[src/rtl/spike_rate_monitor.sv]
// Per-channel rising-edge spike counter over a programmable window of enabled cycles,
// with registered channel-select readout. Define SPIKE_MON_PEAK_EN to also track peak vmem.
module spike_rate_monitor #(
    parameter int N_CH  = 2,
    parameter int CNT_W = 16,
    parameter int WIN_W = 16,
    parameter int V_W   = 8
) (
    input  logic                                       clk,
    input  logic                                       rst,
    input  logic                                       en,
    input  logic [N_CH-1:0]                            spike_in,
    input  logic [N_CH*V_W-1:0]                        vmem_in,
    input  logic [WIN_W-1:0]                           win_len,
    input  logic                                       start,
    input  logic [((N_CH > 1) ? $clog2(N_CH) : 1)-1:0] rd_sel,
    output logic [CNT_W-1:0]                           rd_count,
    output logic [V_W-1:0]                             rd_vpeak,
    output logic                                       busy,
    output logic                                       done,
    output logic [N_CH-1:0]                            overflow
);

    localparam int SEL_W  = (N_CH > 1) ? $clog2(N_CH) : 1;
    localparam int N_SLOT = 2 ** SEL_W;

    typedef enum logic [1:0] {
        IDLE  = 2'd0,
        COUNT = 2'd1,
        HOLD  = 2'd2
    } state_t;

    state_t            state_reg, state_next;
    logic [WIN_W-1:0]  timer_reg, timer_next;
    logic              done_reg, done_next;
    logic [N_CH-1:0]   prev_reg;
    logic [N_CH-1:0]   spike_event;
    logic              clear;
    logic              count_en;
    logic [CNT_W-1:0]  rd_count_reg;

    logic [CNT_W-1:0]  cnt_all [N_CH];
    logic [CNT_W-1:0]  cnt_ext [N_SLOT];

    assign spike_event = spike_in & ~prev_reg;
    assign clear       = start && (state_reg != COUNT);
    assign count_en    = (state_reg == COUNT) && en;

    always_ff @(posedge clk) begin
        if (rst) begin
            state_reg <= IDLE;
            timer_reg <= '0;
            done_reg  <= 1'b0;
            prev_reg  <= '0;
        end else begin
            state_reg <= state_next;
            timer_reg <= timer_next;
            done_reg  <= done_next;
            prev_reg  <= spike_in;
        end
    end

    always_comb begin
        state_next = state_reg;
        timer_next = timer_reg;
        done_next  = 1'b0;
        case (state_reg)
            COUNT: begin
                // Starts are ignored mid-window; only enabled cycles consume the window.
                if (en) begin
                    timer_next = timer_reg - WIN_W'(1);
                    if (timer_reg == WIN_W'(1)) begin
                        state_next = HOLD;
                        done_next  = 1'b1;
                    end
                end
            end
            default: begin
                if (start) begin
                    if (win_len != '0) begin
                        state_next = COUNT;
                        timer_next = win_len;
                    end else begin
                        state_next = HOLD;
                        timer_next = '0;
                        done_next  = 1'b1;
                    end
                end
            end
        endcase
    end

    for (genvar gi = 0; gi < N_CH; gi++) begin : g_ch
        logic [CNT_W-1:0] cnt_reg;
        logic             ovf_reg;

        always_ff @(posedge clk) begin
            if (rst || clear) begin
                cnt_reg <= '0;
                ovf_reg <= 1'b0;
            end else if (count_en && spike_event[gi]) begin
                // A saturated counter holds and records the lost event.
                if (cnt_reg == {CNT_W{1'b1}}) begin
                    ovf_reg <= 1'b1;
                end else begin
                    cnt_reg <= cnt_reg + CNT_W'(1);
                end
            end
        end

        assign cnt_all[gi]  = cnt_reg;
        assign overflow[gi] = ovf_reg;
    end

    for (genvar gi = 0; gi < N_SLOT; gi++) begin : g_cnt_slot
        if (gi < N_CH) begin : g_real
            assign cnt_ext[gi] = cnt_all[gi];
        end else begin : g_empty
            assign cnt_ext[gi] = '0;
        end
    end

    always_ff @(posedge clk) begin
        if (rst) begin
            rd_count_reg <= '0;
        end else begin
            rd_count_reg <= cnt_ext[rd_sel];
        end
    end

`ifdef SPIKE_MON_PEAK_EN
    logic [V_W-1:0] peak_all [N_CH];
    logic [V_W-1:0] peak_ext [N_SLOT];
    logic [V_W-1:0] rd_vpeak_reg;

    for (genvar gi = 0; gi < N_CH; gi++) begin : g_peak
        logic [V_W-1:0] peak_reg;

        always_ff @(posedge clk) begin
            if (rst || clear) begin
                peak_reg <= '0;
            end else if (count_en && (vmem_in[gi*V_W +: V_W] > peak_reg)) begin
                peak_reg <= vmem_in[gi*V_W +: V_W];
            end
        end

        assign peak_all[gi] = peak_reg;
    end

    for (genvar gi = 0; gi < N_SLOT; gi++) begin : g_peak_slot
        if (gi < N_CH) begin : g_real
            assign peak_ext[gi] = peak_all[gi];
        end else begin : g_empty
            assign peak_ext[gi] = '0;
        end
    end

    always_ff @(posedge clk) begin
        if (rst) begin
            rd_vpeak_reg <= '0;
        end else begin
            rd_vpeak_reg <= peak_ext[rd_sel];
        end
    end

    assign rd_vpeak = rd_vpeak_reg;
`else
    logic unused_vmem;
    assign unused_vmem = ^vmem_in;
    assign rd_vpeak    = '0;
`endif

    assign rd_count = rd_count_reg;
    assign busy     = (state_reg == COUNT);
    assign done     = done_reg;

endmodule

[config.mk]
export PLATFORM = sky130hd
export DESIGN_NAME = spike_rate_monitor
export DESIGN_NICKNAME = d
export VERILOG_FILES = /design/src/rtl/spike_rate_monitor.sv
export SDC_FILE = /design/constraint.sdc
export NUM_CORES = 1
export LEC_CHECK = 0
export ABC_AREA = 0
export BUFFER_PORTS_ARGS = -buffer_cell sky130_fd_sc_hd__buf_2
export CAP_MARGIN = 20
export CELL_PAD_IN_SITES_DETAIL_PLACEMENT = 1
export CELL_PAD_IN_SITES_GLOBAL_PLACEMENT = 1
export CORE_ASPECT_RATIO = 1.25
export CORE_MARGIN = 2
export CORE_UTILIZATION = 40
export DETAILED_ROUTE_END_ITERATION = 7
export HOLD_SLACK_MARGIN = 0.15
export PLACE_DENSITY_LB_ADDON = 0.3
export SLEW_MARGIN = 15
export SYNTH_ARGS = -nofsm -noshare
export SYNTH_HDL_FRONTEND = slang
export SYNTH_SLANG_ARGS = --single-unit
[constraint.sdc]
create_clock -name clk -period 3.9 [get_ports clk]
set_clock_uncertainty 0.15 [all_clocks]
set_input_delay 0.78 -clock clk [delete_from_list [all_inputs] [get_ports clk]]
set_output_delay 0.78 -clock clk [all_outputs]
set_load 0.05 [all_outputs]
==> results.yml <==
finish:
  largest_reg_flops: 32
  n_antenna_cell: 0
  area_growth_pct: 13.7
  nets: 474
  fin_area_um2: 3970
  post-route-util: 0.463
  drive_above_1_share: 0.174
cts:
  clk_latency_ps: 350
  ctsRootBufferMaster: "clkbuf_8"
  path_clk_slew_ps: 70
  cts_resized: 0
  post_cts_buffers: 0
  cts_made_buffers: 9
  clockBufferDepth: 2
  cts_tree: "yes"
  h-tree-depth: 3
  cts_sinks: 71
  holdBufCountCts: 0
floorplanning:
  io_pins: 67
  start_util: 0.407
  dieArea_um2: 9480
  core_um2: 8560
  die_h_um: 108
  die_w_um: 87.5
  rows: 38
placed_design:
  placed_area_um2: 3730
  io_buffer_count: 42
  place_congestion: 0.918
  place_ws_ps: 1090
  dp_hpwl_um: 6750
critical_path:
  path_cells: "buf_2, inv_1, nand2_1, buf_4, nor2_1"
  arrival_ps: 2480
  path_class: "in -> reg"
  startpoint_type: "primary input"
  endpoint_kind: "flop"
  crit_family: "buffers and inverters"
  slowest_delay_ps: 530
  crit_path_max_fanout: 35
  slowest_stage: "buf_2"
  critPathBufInv: 3
  cp_data_required_time_ps: 3990
sta:
  fin_ws_ps: 1500
  setup_viol: 0
  slew_headroom: 0.470
  fmax_ghz: 0.417
  rsz0062_at_grt: "no"
  finalSetupTns_ps: 0
  final-hold-violation-count: 0
  layout_min_cycle_time_ps: 2400
  worst_slew_pin_slew_ps: 795
  slew_viol_final: 0
  period_share: 0.614
yosys:
  yosys.cell_types.count: 56
  synth-seq-area-share: 0.408
  avgSynthCellArea_um2: 8.92
  ys_async_sr_fraction: 0
  netlist_instances: 391
  synth_common_cells: "dfxtp_1, nor2_1, xnor2_1"
  yosys_warnings: 0
  yosysTopAreaCell: "dfxtp_1"
  syn_area_um2: 3490
  synthFlopType: "dfxtp_1"
  synth_edf_count: 0
  synth_top_area_frac: 0.408
  ys_ff_latch: 71
  yosysMostFrequentCell: "dfxtp_1"
  synth.area.top_cells: "dfxtp_1, nor2_1, xnor2_1"
global_routing:
  antenna_found_initial: 0
  overflow: 0
  grt_first_pass_wirelength_um: 15300
  grt_start_max_net_pins: 36
  grt_util_all_layers: 0.207
  grt_pass1_vias: 3049
route:
  via_per_inst: 5.63
  routed_wl_um: 9330
  drc: 0
  drt_first_pass_iters: 4
  drt_iter0_drc: 73
  ant_nets: 0
  num_vias: 3015
  wl_per_cell_um: 17.4
power_and_ir_drop:
  max-vdd-ir-drop_mv: 0.196
  power_density_nw_per_um2: 428
  leakage_uw: 0.00154
  p_total_uw: 1700
flow_run:
  cap_viol_max_count: 0
hold_path:
  hold_path_class: "reg -> reg"
status:
  status: "completed"
==> layout make-up <==
| type | count | area (um2) |
|---|---|---|
| clock buffer | 13 | 149 |
| sequential | 71 | 1420 |
| fill | 1037 | 4590 |
| inverter | 12 | 45.0 |
| clock inverter | 3 | 90.1 |
| multi-input combinational | 294 | 1920 |
| tap | 100 | 125 |
| timing repair buffer | 43 | 218 |
==> routing by layer <==
layer,track usage,part of all wire,vias to the layer above
met3,0.0275,0.022,13
met5,0,0,-
met1,0.240,0.43,1473
li1,-,-,1478
met4,0.0912,0.017,0
met2,0.374,0.53,51
==> report_power, final <==
group / switching [uW] / leakage (uW) / internal, uW
clock network: 275 / 0.000118 / 444
logic: 139 / 0.000850 / 68.0
registers: 26.0 / 0.000576 / 746
total: 439 / 0.00154 / 1260
==> worst paths after layout <==
| check | startpoint | end | slack (ps) | cells after the start |
|---|---|---|---|---|
| worst max-delay path | rst | g_ch[1].cnt_reg[15] | 1500 | 5 |
| worst min-delay path | g_ch[1].ovf_reg | g_ch[1].ovf_reg | 320 | 2 |
| worst max register to register | state_reg[1] | g_ch[0].cnt_reg[10] | 1610 | 5 |
| worst min register to register | g_ch[1].ovf_reg | g_ch[1].ovf_reg | 320 | 2 |
==> cell usage in the layout, fill, tap and decap left out, types with 5 or more instances in the layout <==
master and count:
inv_1 11, buf_2 42, nand4_1 11, a311oi_1 5, nor2_1 61, dfxtp_1 71
mux2i_1 18, nor4_1 11, nor3_1 14, nand2_1 23, clkbuf_8 10, xnor2_1 24
a211oi_1 5, o211ai_1 5, conb_1 8, a21oi_1 14, and4_1 6, nand3_1 13
o21ai_0 8
==> cells by family (layout without fill, tap and decap cells) <==
group,Yosys count,count (layout),synth area share
xor+xnor,28,28,0.0704
mux,20,20,0.0581
buf+inv,33,71,0.0499
other cells,1,8,0.00108
compound gates,60,60,0.120
flops,71,71,0.408
fa+ha+maj,4,4,0.0144
simple gates,174,174,0.278
==> stage by stage <==
stage	cells	hold slack, ps
after global routing	536	351
after floorplan	398	288
after CTS	536	327
after global placement	520	302
after detailed placement	520	307
final	536	322
==> worst min-delay path, stage by stage (launching register included) <==
cell	delay (ps)
dfxtp_1	330
a21oi_1	40
nor2_1	70
(Power assumes the default switching activity.)
